--- src/rtl/text_glyph_draw_ctrl_pkg.sv ---
// Shared font geometry, ASCII range and FSM encodings for the glyph draw controller.
package text_glyph_draw_ctrl_pkg;

  localparam int FONT_W_DEF = 10;
  localparam int FONT_H_DEF = 12;
  localparam int NUM_GLYPHS = 95;

  localparam logic [6:0] ASCII_FIRST = 7'd32;
  localparam logic [6:0] ASCII_LAST  = 7'd126;

  localparam logic [2:0] ST_IDLE  = 3'd0;
  localparam logic [2:0] ST_FETCH = 3'd1;
  localparam logic [2:0] ST_LATCH = 3'd2;
  localparam logic [2:0] ST_DRAW  = 3'd3;
  localparam logic [2:0] ST_DONE  = 3'd4;

  function automatic logic is_printable(input logic [6:0] c);
    return (c >= ASCII_FIRST) && (c <= ASCII_LAST);
  endfunction

endpackage

--- src/rtl/text_glyph_draw_ctrl_glyph_cursor.sv ---
// Row-major pixel walker over one glyph: flat index plus col/row counters, no divider.
module text_glyph_draw_ctrl_glyph_cursor #(
  parameter int FONT_W = 10,
  parameter int FONT_H = 12
) (
  input  logic                                  clk,
  input  logic                                  rst,
  input  logic                                  clr,
  input  logic                                  adv,
  output logic [$clog2(FONT_W*FONT_H)-1:0]      fi,
  output logic [$clog2(FONT_W)-1:0]             col,
  output logic [$clog2(FONT_H)-1:0]             row,
  output logic                                  last
);
  localparam int NPIX = FONT_W * FONT_H;
  localparam int FW   = $clog2(NPIX);
  localparam int CW   = $clog2(FONT_W);
  localparam int RW   = $clog2(FONT_H);

  assign last = (fi == FW'(NPIX - 1));

  always_ff @(posedge clk) begin
    if (rst || clr) begin
      fi  <= '0;
      col <= '0;
      row <= '0;
    end else if (adv) begin
      fi <= fi + 1'b1;
      if (col == CW'(FONT_W - 1)) begin
        col <= '0;
        row <= row + 1'b1;
      end else begin
        col <= col + 1'b1;
      end
    end
  end

endmodule

--- src/rtl/text_glyph_draw_ctrl.sv ---
// Draws one character cell: fetch glyph from the font ROM, then stream visible pixels to the framebuffer.
module text_glyph_draw_ctrl
  import text_glyph_draw_ctrl_pkg::*;
#(
  parameter int FONT_W  = FONT_W_DEF,
  parameter int FONT_H  = FONT_H_DEF,
  parameter int SCR_W   = 320,
  parameter int SCR_H   = 240,
  parameter int COLOR_W = 16
) (
  input  logic                          clk,
  input  logic                          rst,
  input  logic                          req_valid,
  output logic                          req_ready,
  input  logic [6:0]                    req_char,
  input  logic [$clog2(SCR_W)-1:0]      req_x,
  input  logic [$clog2(SCR_H)-1:0]      req_y,
  input  logic [COLOR_W-1:0]            req_fg,
  input  logic [COLOR_W-1:0]            req_bg,
  input  logic                          req_transp,
  output logic [$clog2(NUM_GLYPHS)-1:0] font_mem_addr,
  input  logic [FONT_W*FONT_H-1:0]      font_mem_dout,
  output logic                          fb_wr_valid,
  input  logic                          fb_wr_ready,
  output logic [$clog2(SCR_W)-1:0]      fb_x,
  output logic [$clog2(SCR_H)-1:0]      fb_y,
  output logic [COLOR_W-1:0]            fb_data,
  output logic                          busy,
  output logic                          done,
  output logic                          bad_char
);
  localparam int XW   = $clog2(SCR_W);
  localparam int YW   = $clog2(SCR_H);
  localparam int AW   = $clog2(NUM_GLYPHS);
  localparam int NPIX = FONT_W * FONT_H;
  localparam int FW   = $clog2(NPIX);
  localparam int CW   = $clog2(FONT_W);
  localparam int RW   = $clog2(FONT_H);

  typedef struct packed {
    logic [6:0]         ch;
    logic [XW-1:0]      x;
    logic [YW-1:0]      y;
    logic [COLOR_W-1:0] fg;
    logic [COLOR_W-1:0] bg;
    logic               transp;
  } req_t;

  logic [2:0]      state;
  req_t            req_q;
  logic            printable_q;
  logic [NPIX-1:0] glyph_q;

  logic [FW-1:0]   fi;
  logic [CW-1:0]   col;
  logic [RW-1:0]   row;
  logic            last;
  logic            cur_clr;
  logic            cur_adv;

  logic [XW:0]     px;
  logic [YW:0]     py;
  logic            pix_bit;
  logic            visible;
  logic            write_px;
  logic            in_draw;
  logic            accept;

  text_glyph_draw_ctrl_glyph_cursor #(
    .FONT_W (FONT_W),
    .FONT_H (FONT_H)
  ) u_cursor (
    .clk  (clk),
    .rst  (rst),
    .clr  (cur_clr),
    .adv  (cur_adv),
    .fi   (fi),
    .col  (col),
    .row  (row),
    .last (last)
  );

  // One extra bit so cells hanging off the right/bottom edge clip instead of wrapping.
  assign px       = {1'b0, req_q.x} + (XW+1)'(col);
  assign py       = {1'b0, req_q.y} + (YW+1)'(row);
  assign pix_bit  = glyph_q[fi];
  assign visible  = (px < (XW+1)'(SCR_W)) && (py < (YW+1)'(SCR_H));
  assign write_px = visible && (pix_bit || !req_q.transp);

  assign in_draw  = (state == ST_DRAW);
  assign accept   = req_valid && req_ready;
  assign req_ready = (state == ST_IDLE);
  assign busy      = (state != ST_IDLE);
  assign done      = (state == ST_DONE);

  // Skipped pixels cost one cycle; written pixels stall on fb_wr_ready, keeping fb_* stable.
  assign cur_clr  = (state == ST_LATCH);
  assign cur_adv  = in_draw && (!write_px || fb_wr_ready);

  assign fb_wr_valid = in_draw && write_px;
  assign fb_x        = fb_wr_valid ? px[XW-1:0] : '0;
  assign fb_y        = fb_wr_valid ? py[YW-1:0] : '0;
  assign fb_data     = fb_wr_valid ? (pix_bit ? req_q.fg : req_q.bg) : '0;

  always_ff @(posedge clk) begin
    if (rst) begin
      state         <= ST_IDLE;
      req_q         <= '0;
      printable_q   <= 1'b0;
      glyph_q       <= '0;
      font_mem_addr <= '0;
      bad_char      <= 1'b0;
    end else begin
      bad_char <= 1'b0;
      case (state)
        ST_IDLE: begin
          if (accept) begin
            req_q.ch      <= req_char;
            req_q.x       <= req_x;
            req_q.y       <= req_y;
            req_q.fg      <= req_fg;
            req_q.bg      <= req_bg;
            req_q.transp  <= req_transp;
            printable_q   <= is_printable(req_char);
            font_mem_addr <= is_printable(req_char) ? AW'(req_char - ASCII_FIRST) : '0;
            bad_char      <= !is_printable(req_char);
            state         <= ST_FETCH;
          end
        end
        ST_FETCH: state <= ST_LATCH;
        ST_LATCH: begin
          // Non-printable codes draw as a blank cell in the background colour.
          glyph_q <= printable_q ? font_mem_dout : '0;
          state   <= ST_DRAW;
        end
        ST_DRAW: begin
          if (cur_adv && last) state <= ST_DONE;
        end
        ST_DONE: state <= ST_IDLE;
        default: state <= ST_IDLE;
      endcase
    end
  end

endmodule
--- config.mk ---
export PLATFORM = sky130hd
export DESIGN_NAME = text_glyph_draw_ctrl
export DESIGN_NICKNAME = d
export VERILOG_FILES = /design/src/rtl/text_glyph_draw_ctrl_pkg.sv /design/src/rtl/text_glyph_draw_ctrl_glyph_cursor.sv /design/src/rtl/text_glyph_draw_ctrl.sv
export SDC_FILE = /design/constraint.sdc
export NUM_CORES = 1
export LEC_CHECK = 0
export CAP_MARGIN = 10
export CORE_ASPECT_RATIO = 0.7
export CORE_MARGIN = 4
export CORE_UTILIZATION = 44
export CTS_CLUSTER_DIAMETER = 40
export CTS_CLUSTER_SIZE = 28
export DETAILED_ROUTE_END_ITERATION = 10
export MAX_ROUTING_LAYER = met4
export PLACE_DENSITY = 0.74
export SYNTH_ARGS = -nofsm -noshare
export SYNTH_HDL_FRONTEND = slang
export SYNTH_SLANG_ARGS = --single-unit
--- constraint.sdc ---
create_clock -name clk -period 2.7 [get_ports clk]
set_clock_uncertainty 0.05 [all_clocks]
set_input_delay 0.27 -clock clk [delete_from_list [all_inputs] [get_ports clk]]
set_output_delay 0.27 -clock clk [all_outputs]
set_load 0.01 [all_outputs]
======== Yosys cells after proc, flatten, opt, wreduce, memory -nomap -nowiden ========
Index checks and enable logic that the tools add are counted.
word-level totals
  input bits .............................. 181
  register bits after elaboration ......... 197
  output and inout bits ................... 45
operators by class
  add/subtract/negate cells ............... 6
  bitwise operators ....................... 2
  muxes and demuxes ....................... 12
  reduce and logical (&&, ||, !) cells .... 19
  equal/unequal tests ..................... 8
  magnitude comparators ................... 5
operators by type and width
  kind                                                          number
  2-to-1 mux 120 bit                                            1
  2-to-1 mux 16 bit                                             2
  case mux 3 bit (4 select lines)                               1
  adder 9 x 4 -> 10 bit                                         1
  less-than comparator 10 x 9 -> 1 bit (second input constant)  1
  adder 8 x 4 -> 9 bit                                          1
  less-than comparator 9 x 8 -> 1 bit (second input constant)   1
  2-to-1 mux 9 bit                                              1
  adder 4 x 1 -> 4 bit (second input constant)                  2
  less-than comparator 7 x 8 -> 1 bit (second input constant)   1
  2-to-1 mux 8 bit                                              1
  adder 7 x 1 -> 7 bit (second input constant)                  1
  binary-select mux 1 bit (select 7 bit)                        1
  equality test 7 bit (second input constant)                   1
  >= comparator 7 x 6 -> 1 bit (second input constant)          1
  <= comparator 7 bit (second input constant)                   1
  logical AND 1 bit                                             7
  2-to-1 mux 7 bit                                              1
  subtractor 7 x 6 -> 7 bit (second input constant)             1
  equality test 3 x 2 -> 1 bit (second input constant)          2
  2-to-1 mux 3 bit                                              2
  AND reduction 2 bit                                           3
  equality test 4 bit (second input constant)                   1
  2-to-1 mux 4 bit                                              1
  10 further kinds                                              16

======== Logic depth before layout (Yosys ltp) ========
Gate-level depths: netlist of run 1.
  word-level depth ........................ 10
  depth in mapped cells ................... 13
  gate-level depth less buffers ........... 11

======== Hierarchy ========
Synthesis of run 1 repeated with hierarchy kept, for this count alone.
unflattened totals
  cell total of the unflattened synthesis .. 1,118
  area total of the unflattened synthesis .. 9,166.3 µm²
by module, submodules not included
  module                             area each (µm²)  times used  cells an instance
  text_glyph_draw_ctrl               8,469.4          1           1,041
  text_glyph_draw_ctrl_glyph_cursor  696.9            1           77

======== Worst setup path after synthesis of run 1 ========
No wires, ideal clock.
  path kind ............................... reg2out
  start ................................... reg u_cursor.fi[0]
  end ..................................... out fb_data[10]
  buffers on the path ..................... 3
  data arrival time ....................... 2,564 ps
  stages on the path, launching flop included .. 10
  setup slack ............................. -184 ps
  cells stage by stage .................... dfxtp_1 > buf_6 > mux4_1 > mux4_2 > a21oi_2 > o32ai_1 > buf_2 > buf_2 > mux2i_1 > nor2_1
on the way
  cells in the longest elaborated chain, start to end .. 6
  elaborated cells on any way between the ends .. 7
  those cells by class .................... mux (4); reduce/logical (3)
ends and longest elaborated chain
  item                                        line                                     RTL
  start: declaration                          text_glyph_draw_ctrl_glyph_cursor.sv:10  output logic [$clog2(FONT_W*FONT_H)-1:0] fi,
  start signal: assignment                    text_glyph_draw_ctrl_glyph_cursor.sv:28  fi <= fi + 1'b1;
  binary-select mux 1 bit (select 7 bit) (*)  text_glyph_draw_ctrl.sv:86               assign pix_bit = glyph_q[fi];
  2-to-1 mux 1 bit (implied by the code) (*)  text_glyph_draw_ctrl.sv:86
  logical OR 1 bit                            text_glyph_draw_ctrl.sv:88               assign write_px = visible && (pix_bit || !req_q.transp);
  logical AND 1 bit                           text_glyph_draw_ctrl.sv:88
  logical AND 1 bit                           text_glyph_draw_ctrl.sv:100              assign fb_wr_valid = in_draw && write_px;
  2-to-1 mux 16 bit (*)                       text_glyph_draw_ctrl.sv:103              assign fb_data = fb_wr_valid ? (pix_bit ? req_q.fg : req_q.bg) : '0;
  end: declaration                            text_glyph_draw_ctrl.sv:27               output logic [COLOR_W-1:0] fb_data,
Mark *: on every way between the ends. The rest lies on a longest branch, timed or not. The select of a mux whose other input is x is not followed.

======== Final worst setup path of run 1 ========
  start ................................... reg u_cursor.fi[0]
  end ..................................... out fb_data[1]
Same word-level chain as after synthesis.

==> results of run 1 <==
-- final timing paths --
| kind | start | to | cells past startpoint |
|---|---|---|---|
| worst max-delay path | u_cursor.fi[0] | fb_data[1] | 12 |
| worst min-delay path | rst | state[2] | 2 |
| worst max register to register | u_cursor.fi[0] | u_cursor.row[2] | 15 |
| worst min register to register | req_q[18] | req_q[18] | 2 |
-- layout make-up --
cell class,count,area [um^2]
clock buffers,17,425
fillers,1483,5940
well taps,242,303
inverters,20,75.1
multi-input cells,573,4440
clock inverters,15,204
flip-flops and latches,197,3960
repair buffers,396,3570
-- synthesized netlist by cell type (3+ instances only) --
cell       instances  area [um^2]
a2111oi_0          4         35.0
a211oi_1           4         30.0
a21o_1             4         30.0
a21oi_1           71          355
a22o_1           122         1070
and2_1             5         31.3
and3_1             4         25.0
buf_2             13         65.1
buf_6              3         33.8
clkbuf_1          48          180
dfxtp_1          197         3940
ha_1              12          150
inv_1             20         75.1
mux2_2             5         56.3
mux2i_1           28          280
mux4_1             6          158
mux4_2            20          450
nand2_1          121          454
nand2b_1           3         18.8
nand3_1           10         50.1
nor2_1            45          169
nor2b_1            9         56.3
nor3_1            10         50.1
nor4_1             3         18.8
o21ai_0           16         80.1
o21ba_2            3         30.0
o221ai_1           3         26.3
o22ai_1            3         18.8
o31ai_1            3         22.5
or2_2              4         25.0
or3_1              8         50.1
or4_1              5         37.5
xnor2_1            8         70.1
xor2_1             5         43.8
-- routing by layer --
metal  global-route usage, %  vias up  wire length [um]
met5                       -        -                 0
met4                    5.64        0               277
met3                    5.04       28              1670
met2                    35.5      266             11400
met1                    32.3     3759             11800
li1                        -     3849                 -
-- registers in the layout (all words and copies together), names as in the netlist --
signal and count:
u_cursor.row 4, u_cursor.col 4, bad_char 1, req_q 50
glyph_q 120, font_mem_addr 7, state 3, u_cursor.fi 7
printable_q 1
-- where the power goes --
group          switching, mW  leakage (nW)  internal [mW]
Sequential            0.0703          1.60           3.01
Combinational          0.397          3.26          0.503
Clock                   1.30         0.302           1.36
Total                   1.77          5.16           4.87
-- worst max-delay path: cells and delay by family, from the launching register on --
family / cells / cell delay, ns
multiplexers: 2 / 0.70
AND/OR/NAND/NOR: 2 / 0.14
buffers and inverters: 5 / 0.74
flip-flops: 1 / 0.43
AO/OA/AOI/OAI: 3 / 0.63
-- repair_timing --
item | 4_1_cts | 5_1_grt
endpoints found under the setup margin | 52 | 52
gates resized for setup | 192 | 33
setup buffers | 14 | 6
cloned | 1 | 0
pin swaps | 20 | 22
-- cell families after synthesis --
family,Yosys count,share of synthesized area [%]
AO/OA/AOI/OAI,251,21.8
XOR/XNOR,13,1.34
adder cells (fa/ha/maj),14,2.24
buffers and inverters,88,4.59
flip-flops,197,46.5
multiplexers,59,11.1
AND/OR/NAND/NOR,235,12.4
==> summary.md, run 1 <==
| Metric | Value |
|---|---|
| Total GRT Usage | 23.4% |
| Mapped Cells | 857 |
| Routed Antenna Nets | 0 |
| Syn nets | 1052 |
| Final Hold Fails | 0 |
| LEAKAGE | 5.16 nW |
| CP Capture Type | output port |
| Seq/Total Area, Yosys | 46.5% |
| Final Wtd Congestion | 0.855 |
| DRC | 0 |
| Slack of the critical path | -0.713 ns |
| CP arrival | 3.09 ns |
| Max Buffers Root-to-Sink | 2 |
| Headroom to the max-slew limit | 57.3% |
| Crit start category | register |
| Final instance area | 13000 um^2 |
| Syn-to-layout area delta | 53.0% |
| Die Area | 21600 um^2 |
| Critical path required time | 2.38 ns |
| GRT overflow | 0 |
| Drt pass-1 iters | 5 |
| Power consumption | 6.63 mW |
| Slowest stage cell, crit path | mux4_2 |
| Top-level I/O count | 226 |
| Top FF cell, synth | dfxtp_1 |
| CTS tree | done |
| Fin crit share | 126% |
| Via density | 5.41 |
| Flops & latches, synth | 197 |
| Critical path class | reg2out |
| Rows | 42 |
| Pwr dens | 511 nW/um^2 |
| Total CTS buffers | 17 |
| # hold bufs at CTS | 0 |
| Status | finished with violations |
| Asr flop ratio synth | 0% |
| Peak supply drop | 0.000428 V |
| Clock Tree Root | clkbuf_16 |
| Finished Layout Cells | 1460 |
| Library cells used by synthesis | 57 |
| DP Wirelength | 17900 um |
| Fin. max-slew vios | 0 |
| Min cycle time layout | 3.41 ns |
| Cell Chain, Critical Path | buf_6 -> mux4_2 -> mux2i_4 -> nand2_2 -> a2111oi_4 -> buf_4 -> o32ai_4 -> o21ai_2 -> buf_12 -> buf_8 -> nor2_1 -> buf_2 |
| Nets | 1400 |
| Initial antenna violation count | 0 |
| Die Width | 174 um |
| Starting density of the core | 44.8% |
| Worst R2R Setup Slack | -0.62 ns |
| Reg clk slew, reported paths | 0.08 ns |
| Largest net degree at the start of global routing | 123 |
| Clock Latency Late Sink | 0.44 ns |
| YS warnings | 0 |
| Sink Count | 197 |
| Routed len/inst | 17.2 um |
| Fmax | 293 MHz |
| # Max-Cap Violations | 0 |
| Failing checks | negative setup slack |
| Share of cells above drive strength 1 | 27.3% |
| Worst Path Max Fanout | 11 |
| WHS | 0.0918 ns |
| Vias in the first global route | 7616 |
| Initial DRC Count | 467 |
| Most frequent cells in the layout | dfxtp_1 (190), clkdlybuf4s50_1 (190), buf_4 (147) |
| Die Y | 124 um |
| # diodes | 0 |
| Number of I/O port buffers | 225 |
| CTS H-tree depth | 4 |
| Core area | 18900 um^2 |
| # setup viols final | 52 |
| Routed Wire Length | 25100 um |
| Placed insts | 1411 |
| Pre-CTS setup slack | -0.716 ns |
| Finished Core Util | 68.6% |
| Vias | 7902 |
| Global-route wire length before repair | 39300 um |
| Hold Path Class | in2reg |
| Cell Area, Placed | 12000 um^2 |
| Syn Area/Cell | 9.90 um^2 |
| CP peak stage delay | 0.53 ns |
| Worst slew pin tran | 0.624 ns |
| RSZ-0062 raised after global routing | yes |
| Post-synth EDFFs | 0 |
| Sum Neg Setup Slack | -31.69 ns |
| Mapped Area | 8480 um^2 |
(Power assumes the default switching activity.)
==> run 2, diff against run 1 <==
==> constraint.sdc (replaced) <==
create_clock -name clk -period 2.7 [get_ports clk]
set_clock_uncertainty 0.05 [all_clocks]
set_input_delay 0.27 -clock clk [delete_from_list [all_inputs] [get_ports clk]]
set_output_delay 0.27 -clock clk [all_outputs]
set_load 0.005 [all_outputs]
==> run 2 against run 1 <==
The flow still finishes with violations (negative setup slack). Combinational power grew 2.7%. Global-route usage grew 0.17 points. Clock power shrank 4%. Hold slack gained 0.059 ns. Critical endpoint is now fb_data[15].
==> summary.md, run 2 (synthesis results as in run 1) <==
| Metric | Value |
|---|---|
| Status | finished with violations |
| Failing checks | negative setup slack |
| Largest net degree at the start of global routing | 121 |
| Routed Wire Length | 25900 um |
| Flop pwr share | 46.9% |
| WHS | 0.151 ns |
| LEAKAGE | 5.08 nW |
| Total CTS buffers | 17 |
| Fmax | 287 MHz |
| Finished Layout Cells | 1445 |
| Sw frac | 26.9% |
| Top-level I/O count | 226 |
| Core area | 18900 um^2 |
| CP arrival | 3.16 ns |
| CTS H-tree depth | 4 |
| Power consumption | 6.55 mW |
| Clock Tree Root | clkbuf_16 |
| Die Width | 174 um |
| Drt pass-1 iters | 7 |
| Routed len/inst | 17.9 um |
| Max Buffers Root-to-Sink | 2 |
| Max reg flops | 120 |
| # Max-Cap Violations | 0 |
| Net load switching power | 1.77 mW |
| Most common cell after layout, fill and taps aside | dfxtp_1 |
| Min cycle time layout | 3.48 ns |
| Combinational power share | 14.1% |
| CTS tree | done |
| Final Wtd Congestion | 0.818 |
| Headroom to the max-slew limit | 48.6% |
| Vias | 7897 |
| Cell Int Power | 4.79 mW |
| DRC | 0 |
| Peak supply drop | 0.000439 V |
| Rows | 42 |
| Slack of the critical path | -0.780 ns |
| Number of I/O port buffers | 225 |
| DP Wirelength | 17600 um |
| Clock Latency Late Sink | 0.44 ns |
| # setup viols final | 52 |
| Largest reg by FF count | glyph_q |
| Die Area | 21600 um^2 |
| Critical path required time | 2.38 ns |
| Die Y | 124 um |
| Pwr dens | 506 nW/um^2 |
| Routed Antenna Nets | 0 |
| Biggest regs | glyph_q x120, req_q x50 |
| Most frequent cells in the layout | dfxtp_1 (191), clkdlybuf4s50_1 (190), buf_4 (128) |
| Fin. max-slew vios | 0 |
| Placed insts | 1392 |
| Initial DRC Count | 564 |
| Total GRT Usage | 23.6% |
| Share of cells above drive strength 1 | 28.0% |
| GRT overflow | 0 |
| Reg clk slew, reported paths | 0.07 ns |
| Sink Count | 197 |
| Syn-to-layout area delta | 52.8% |
| Vias in the first global route | 7642 |
| Via density | 5.47 |
| Worst Path Max Fanout | 7 |
| Final Hold Fails | 0 |
| Fin crit share | 129% |
| Starting density of the core | 44.8% |
| RSZ-0062 raised after global routing | yes |
| Crit start category | register |
| Clock Power Share | 39.0% |
| CP Capture Type | output port |
| Critical path class | reg2out |
| Global-route wire length before repair | 39900 um |
| Hold Path Class | in2reg |
| Nets | 1384 |
| # hold bufs at CTS | 0 |
| Worst slew pin tran | 0.767 ns |
| Initial antenna violation count | 0 |
-- run 2: changes by cell type in the layout (fill, tap and decap cells not counted), sizes merged --
cell | previous run | this run
buf | 206 | 190
bufinv | 1 | 0
clkbuf | 17 | 18
clkinv | 5 | 3
clkinvlp | 1 | 3
diode | 0 | 1
-- run 2: through the flow --
stage	cell area, um^2	setup slack (ns)	util [%]	setup TNS, ns
after detailed placement	11900	-0.872	62.7	-35.30
after floorplan	8530	0.000129	-	0
after global routing	13000	-0.966	68.5	-35.72
after global placement	11900	-0.769	62.7	-31.60
after CTS	12700	-0.890	67.3	-32.02
final	13000	-0.780	68.5	-29.08
-- run 2: per-layer routing --
metal | share of wire [%] | global-route usage [%] | vias to the layer above
met5 | 0 | - | -
met4 | 1.6 | 6.97 | 0
met3 | 6.0 | 4.85 | 34
met2 | 44 | 34.2 | 246
met1 | 49 | 33.4 | 3809
li1 | - | - | 3808
-- run 2: worst max-delay path: stages (launching register included) --
cell,delay (ns)
dfxtp_4,0.44
buf_12,0.14
mux4_2,0.51
mux4_2,0.54
a21oi_4,0.21
o32ai_4,0.12
o21ai_4,0.20
buf_12,0.13
buf_8,0.11
buf_8,0.13
nor2_2,0.04
buf_2,0.13
-- run 2: what timing repair did --
action                     CTS  global route
buffers inserted            15             5
pin swaps                   50            20
gates resized for setup    205            52
gates cloned                 4             0
setup endpoints to repair   52            52
-- run 2: final cells by class --
cell class                 count  area [um^2]
sequential                   197         3960
timing repair buffer         380         3470
tap                          242          303
antenna                        1         2.50
clock buffer                  18          439
multi-input combinational    573         4560
inverter                      20         77.6
fill                        1466         5960
clock inverter                14          154
-- run 2: path summary, 6_finish.rpt --
| path | slack (ns) | start | depth (start not counted) | end |
|---|---|---|---|---|
| setup / recovery | -0.78 | u_cursor.fi[0] | 11 | fb_data[15] |
| hold / removal | 0.15 | rst | 4 | u_cursor.col[2] |
| setup reg to reg | -0.31 | u_cursor.col[0] | 12 | u_cursor.col[3] |
| hold reg to reg | 0.40 | font_mem_addr[2] | 2 | font_mem_addr[2] |
-- run 2: power groups by stage --
stage          combinational [mW]  sequential, mW  clock (mW)
2_1_floorplan               0.370            3.13           0
3_3_place_gp                0.838            3.14           0
3_5_place_dp                0.846            3.14           0
4_1_cts                     0.908            3.08        2.60
5_1_grt                     0.995            3.09        2.72
6_report                    0.923            3.08        2.56
==> edit 1 (settings of run 1) <==
Change the package constant `FONT_W_DEF` from 10 to 20.
--- a/src/rtl/text_glyph_draw_ctrl_pkg.sv
+++ b/src/rtl/text_glyph_draw_ctrl_pkg.sv
@@ -2,5 +2,5 @@
 package text_glyph_draw_ctrl_pkg;
 
-  localparam int FONT_W_DEF = 10;
+  localparam int FONT_W_DEF = 20;
   localparam int FONT_H_DEF = 12;
   localparam int NUM_GLYPHS = 95;
Interface: changed (resized font_mem_dout); port bits go from 226 to 346. No check against the original RTL was run, so the function may have changed too.
==> edit 1 against run 1 <==
- the flow still finishes with violations (negative setup slack)
- die area rose by 51%
- global-route usage is 3.1 points higher
- area after synthesis increased by 55%
- design area increased by 58%
- wire length up 75%
- maximum frequency fell by 11%
- worst setup slack got worse by 440 ps
- total power rose by 69%
- worst hold slack lost 68 ps
- combinational power up 47%
- sequential cell count is 122 higher
- largest power group is now the clock network
==> edit 1: results (changes against run 1) <==
Final layout
- 2175 — count of non-filler cells in the finished layout, was 1460
- 27.6% — fraction of layout cells with a size suffix above 1, was 27.3%
- glyph_q x240, req_q x50, u_cursor.fi x8 — registers with the highest flip-flop counts, was glyph_q x120, req_q x50
- 70.5% — final cell utilization of the core, was 68.6%
- 2107 — Filler Cell Count, was 1483

Power
- 545 nW/µm² — total power density per cell area, was 511 nW/µm²
- 43.9% — power share of the sequential group, was 46.4%
- 0.00497 W — power of the clock network, was 0.00266 W
- 8.40 nW — leakage power, was 5.16 nW
- 0.00843 W — cell-internal power, was 0.00487 W
- 346 µV — worst-case vdd ir drop, was 428 µV

Place
- 31.0 mm — sum of net half-perimeters after detailed placement, was 17.9 mm
- 345 — I/O Buffers, was 225
- 0.891 — final weighted congestion in routability-driven placement, was 0.855
- -1000 ps — worst setup slack before clock tree synthesis, was -716 ps
- 2075 — Inst Count DP, was 1411

CTS
- 530 ps — worst-skew pair later-pin latency, was 440 ps
- 37 — CTS Buf Count, was 17
- 194 — PostCTS Resize Cnt, was 192
- 2 — deepest level of the CTS H-tree, was 4
- 23 — Post-CTS Setup Inserts, was 14
- 3 — maximum buffer depth of the clock tree, was 2

GRT
- 120 — largest net degree at the start of global routing, was 123
- 12.1k — via count of the first global-routing pass, was 7616
- 26.5% — GRT Resource Usage Total, was 23.4%
- 2 — antenna violations before repair, was 0
- 68.2 mm — global-route wire length before repair, was 39.3 mm

Yosys
- sky130_fd_sc_hd__dfxtp_1 49%, sky130_fd_sc_hd__a22o_1 16%, sky130_fd_sc_hd__mux4_2 9.1% — dominant cells by area after synthesis, was sky130_fd_sc_hd__dfxtp_1 47%, sky130_fd_sc_hd__a22o_1 13%, sky130_fd_sc_hd__nand2_1 5.4%
- 48.7% — sequential share of the synthesized area, was 46.5%
- 319 x sky130_fd_sc_hd__dfxtp_1, 240 x sky130_fd_sc_hd__a22o_1, 133 x sky130_fd_sc_hd__nand2_1, 87 x sky130_fd_sc_hd__clkbuf_1, 67 x sky130_fd_sc_hd__a21oi_1 — leading post-synthesis cells by instance count, was 197 x sky130_fd_sc_hd__dfxtp_1, 122 x sky130_fd_sc_hd__a22o_1, 121 x sky130_fd_sc_hd__nand2_1, 71 x sky130_fd_sc_hd__a21oi_1, 48 x sky130_fd_sc_hd__clkbuf_1
- 1527 — Post-Syn Nets, was 1052
- 61 — post-synth cell types, was 57
- 10.8 µm² — per-instance average area after synthesis, was 9.90 µm²
- 0% — asr flop ratio synth, unchanged

Timing
- 54 — total of endpoints with negative setup slack in the final report, was 52
- -1160 ps — worst setup margin, was -713 ps
- 815 ps — worst-margin pin slew, was 624 ps
- -56160 ps — Post-Route Setup TNS, was -31690 ps

Status
- complete, but fails checks — status, unchanged
- negative setup slack — failing checks, unchanged

Worst setup path
- 7 — maximum fanout count along the critical path, was 11
- 3540 ps — arrival time worst endpoint, was 3090 ps

Route
- 6 — number of optimization iterations in the first detailed-route pass, was 5
- 5.57 — vias per cell, was 5.41
- 1215 — initial DRC count, was 467

[edit 1: cell count changes after synthesis, moves of 7 or more]
cell / delta
sky130_fd_sc_hd__clkbuf_1: +39
sky130_fd_sc_hd__a22oi_1: +8
sky130_fd_sc_hd__dfxtp_1: +122
sky130_fd_sc_hd__mux4_2: +33
sky130_fd_sc_hd__nand2_1: +12
sky130_fd_sc_hd__or3_1: -7
sky130_fd_sc_hd__o21ai_0: -13
sky130_fd_sc_hd__mux2i_1: +21
sky130_fd_sc_hd__a22o_1: +118
sky130_fd_sc_hd__nor2_1: +14
[edit 1: area by class of cell]
cell class / instances / area share, %
clock inverters: 25 / 1.31
inverters: 18 / 0.329
diodes: 2 / 0.0243
flip-flops and latches: 319 / 31.1
repair buffers: 627 / 28.9
multi-input cells: 767 / 31.5
well taps: 378 / 2.30
clock buffers: 39 / 4.59
[edit 1: layer usage]
| metal | vias up | share of wire (%) | track usage, % |
|---|---|---|---|
| met3 | 77 | 6.4 | 4.52 |
| met1 | 5864 | 46 | 37.3 |
| met5 | - | 0 | - |
| met2 | 493 | 46 | 40.3 |
| li1 | 5691 | - | - |
| met4 | 0 | 2.0 | 5.74 |
[edit 1: worst paths after layout]
kind                                    endpoint  slack (ps)  depth (start not counted)
worst max-delay path                  fb_data[3]       -1160                         15
worst min-delay path                   req_q[45]          20                          2
worst max register to register   u_cursor.row[3]       -1040                         17
worst min register to register  font_mem_addr[3]         400                          2
[edit 1: logic make-up (layout without fill, tap and decap cells)]
| family | count (synthesis) | after routing | share of synthesized area (%) |
|---|---|---|---|
| xor+xnor | 16 | 16 | 1.07 |
| fa+ha+maj | 17 | 17 | 1.74 |
| buf+inv | 123 | 709 | 3.82 |
| mux | 107 | 107 | 13.7 |
| other cells | 0 | 2 | 0 |
| flops | 319 | 319 | 48.7 |
| compound gates | 370 | 370 | 22.5 |
| simple gates | 257 | 257 | 8.51 |
[edit 1: critical path, stage by stage (launching register included)]
cell and delay [ps]:
sky130_fd_sc_hd__dfxtp_4 420, sky130_fd_sc_hd__buf_6 140, sky130_fd_sc_hd__buf_12 150, sky130_fd_sc_hd__buf_12 120
sky130_fd_sc_hd__mux4_2 510, sky130_fd_sc_hd__a22oi_2 220, sky130_fd_sc_hd__a21oi_2 80, sky130_fd_sc_hd__a31oi_1 140
sky130_fd_sc_hd__nand2_1 140, sky130_fd_sc_hd__a311o_1 460, sky130_fd_sc_hd__nand2_4 120, sky130_fd_sc_hd__buf_12 120
sky130_fd_sc_hd__buf_16 120, sky130_fd_sc_hd__buf_6 100, sky130_fd_sc_hd__nor2_2 30, sky130_fd_sc_hd__buf_2 140
==> edit 2 (flow settings as in run 1) <==
Without the edit above. Make the reset (`rst`) asynchronous in one clocked block.
--- a/src/rtl/text_glyph_draw_ctrl.sv
+++ b/src/rtl/text_glyph_draw_ctrl.sv
@@ -103,5 +103,5 @@
   assign fb_data     = fb_wr_valid ? (pix_bit ? req_q.fg : req_q.bg) : '0;
 
-  always_ff @(posedge clk) begin
+  always_ff @(posedge clk or posedge rst) begin
     if (rst) begin
       state         <= ST_IDLE;
Function: differs if rst is asserted again (counterexample within 4 cycles, from zero or initial values and one cycle with rst high); with rst held inactive, the same outputs for 4 cycles.
==> edit 2 against run 1 <==
- non-clock buffer count fell by 50
- critical endpoint is now fb_data[0]
- die area grew 14%
- first-iteration DRC count rose by 43%
- wire length rose by 12%
- the run still ends with negative setup slack left
- design area up 11%
- final cell count is 15% higher
- worst setup slack worse by 150 ps
- area after synthesis is 15% higher
- utilization down 2.4 points
- sequential cell count unchanged
Power is not compared: it rests on default switching activity, and its combinational part moved more than twofold at a synthesized area within 25%.
==> edit 2: results (changes against run 1) <==
Route
- 5.14 — vias per cell, was 5.41
- 16.8 µm — average routed wire per standard cell, was 17.2 µm

Worst setup path
- -390 ps — register-to-register setup slack, was -620 ps
- sky130_fd_sc_hd__or3_4 — cell type of the slowest stage on the worst timing path, was sky130_fd_sc_hd__mux4_2
- compound AO/OA/AOI/OAI gates — delay-heaviest family, CP, was buffers and inverters
- 3240 ps — arrival time worst endpoint, was 3090 ps
- 460 ps — delay of the slowest cell on the worst path, was 530 ps

Final layout
- 1655 — Filler Cell Count, was 1483
- 1574 — # nets final, was 1400
- 21.4% — fraction of layout cells with a size suffix above 1, was 27.3%

Status
- negative setup slack — failing checks, unchanged
- complete, but fails checks — status, unchanged

Yosys
- sky130_fd_sc_hd__dfrtp_1 — most common flop cell mapped by yosys, was sky130_fd_sc_hd__dfxtp_1
- 64 — post-synth cell types, was 57
- 1279 — Post-Syn Nets, was 1052
- sky130_fd_sc_hd__dfrtp_1 47%, sky130_fd_sc_hd__nand2_1 16%, sky130_fd_sc_hd__o21ai_0 6.9% — dominant cells by area after synthesis, was sky130_fd_sc_hd__dfxtp_1 47%, sky130_fd_sc_hd__a22o_1 13%, sky130_fd_sc_hd__nand2_1 5.4%
- 406 x sky130_fd_sc_hd__nand2_1, 182 x sky130_fd_sc_hd__dfrtp_1, 134 x sky130_fd_sc_hd__o21ai_0, 55 x sky130_fd_sc_hd__nor2_1, 53 x sky130_fd_sc_hd__clkbuf_1 — leading post-synthesis cells by instance count, was 197 x sky130_fd_sc_hd__dfxtp_1, 122 x sky130_fd_sc_hd__a22o_1, 121 x sky130_fd_sc_hd__nand2_1, 71 x sky130_fd_sc_hd__a21oi_1, 48 x sky130_fd_sc_hd__clkbuf_1
- 49.7% — sequential share of the synthesized area, was 46.5%

GRT
- 128 — largest net degree at the start of global routing, was 123
- 44.7 mm — global-route wire length before repair, was 39.3 mm
- 23.3% — GRT Resource Usage Total, was 23.4%
- 8558 — via count of the first global-routing pass, was 7616

Timing
- 52 — total of endpoints with negative setup slack in the final report, unchanged
- 51.0% — Max transition margin, was 57.3%
- 0.281 GHz — timing-limited maximum frequency, was 0.293 GHz
- -862 ps — worst setup margin, was -713 ps

Place
- 19.3 mm — sum of net half-perimeters after detailed placement, was 17.9 mm
- 0.808 — final weighted congestion in routability-driven placement, was 0.855

CTS
- 17 — CTS Buf Count, unchanged

==> edit 2: what timing repair did <==
action / in CTS / in global routing
cloned: 4 / 1
resized for setup: 194 / 58
buffers inserted: 18 / 15
endpoints found under the setup margin: 52 / 52
pin swaps: 21 / 28
==> edit 2: per-layer routing <==
| metal | part of all wire [%] | up-vias | global-route usage [%] |
|---|---|---|---|
| li1 | - | 4199 | - |
| met1 | 49 | 4111 | 35.3 |
| met2 | 44 | 266 | 33.0 |
| met3 | 6.2 | 22 | 4.37 |
| met4 | 0.96 | 0 | 4.25 |
| met5 | 0 | - | - |
==> edit 2: path summary, 6_finish.rpt <==
check	end	cells after the start	from
max	fb_data[0]	12	u_cursor.fi[1]
min	req_q[4]	3	req_bg[3]
max reg2reg	u_cursor.row[3]	13	u_cursor.fi[1]
min reg2reg	glyph_q[36]	2	glyph_q[36]
max in group asynchronous	printable_q	3	rst
min in group asynchronous	req_q[0]	3	rst
==> edit 2: cells by family (layout without fill, tap and decap cells) <==
| logic type | Yosys count | after routing | synth area share [%] |
|---|---|---|---|
| and+or+nand+nor | 522 | 522 | 21.8 |
| DFF | 197 | 197 | 49.8 |
| AOI/OAI and AO/OA | 178 | 178 | 10.7 |
| buffers and inverters | 87 | 395 | 4.06 |
| muxes | 65 | 65 | 9.80 |
| xor gates and xnor gates | 21 | 21 | 1.88 |
| adders and majority gates | 14 | 14 | 1.95 |
==> edit 2: layout make-up <==
| cell class | count | share of cell area (%) |
|---|---|---|
| clock buffers | 17 | 2.95 |
| repair buffers | 346 | 24.5 |
| clock inverters | 15 | 1.32 |
| flip-flops and latches | 197 | 33.8 |
| multi-input cells | 800 | 34.4 |
| inverters | 17 | 0.521 |
| well taps | 282 | 2.45 |
==> edit 2: power groups by stage <==
stage / sequential (W) / clock (W) / combinational (W)
global placement: 0.00319 / 0 / 0.00144
global route: 0.00317 / 0.00281 / 0.00219
detailed placement: 0.00319 / 0 / 0.00146
finish: 0.00315 / 0.00266 / 0.00206
floorplan: 0.00317 / 0 / 0.000850
CTS: 0.00314 / 0.00270 / 0.00187
==> edit 2: per-stage QoR <==
stage	hold WS [ps]	TNS [ps]	setup slack, ps	instances	utilization (%)
6_report	306	-32630	-862	1674	66.2
5_1_grt	300	-39730	-979	1674	66.2
4_1_cts	293	-32410	-950	1661	64.8
3_5_place_dp	412	-34930	-964	1607	59.8
3_3_place_gp	407	-32160	-911	1607	59.8
2_1_floorplan	309	-27320	-1240	1084	-
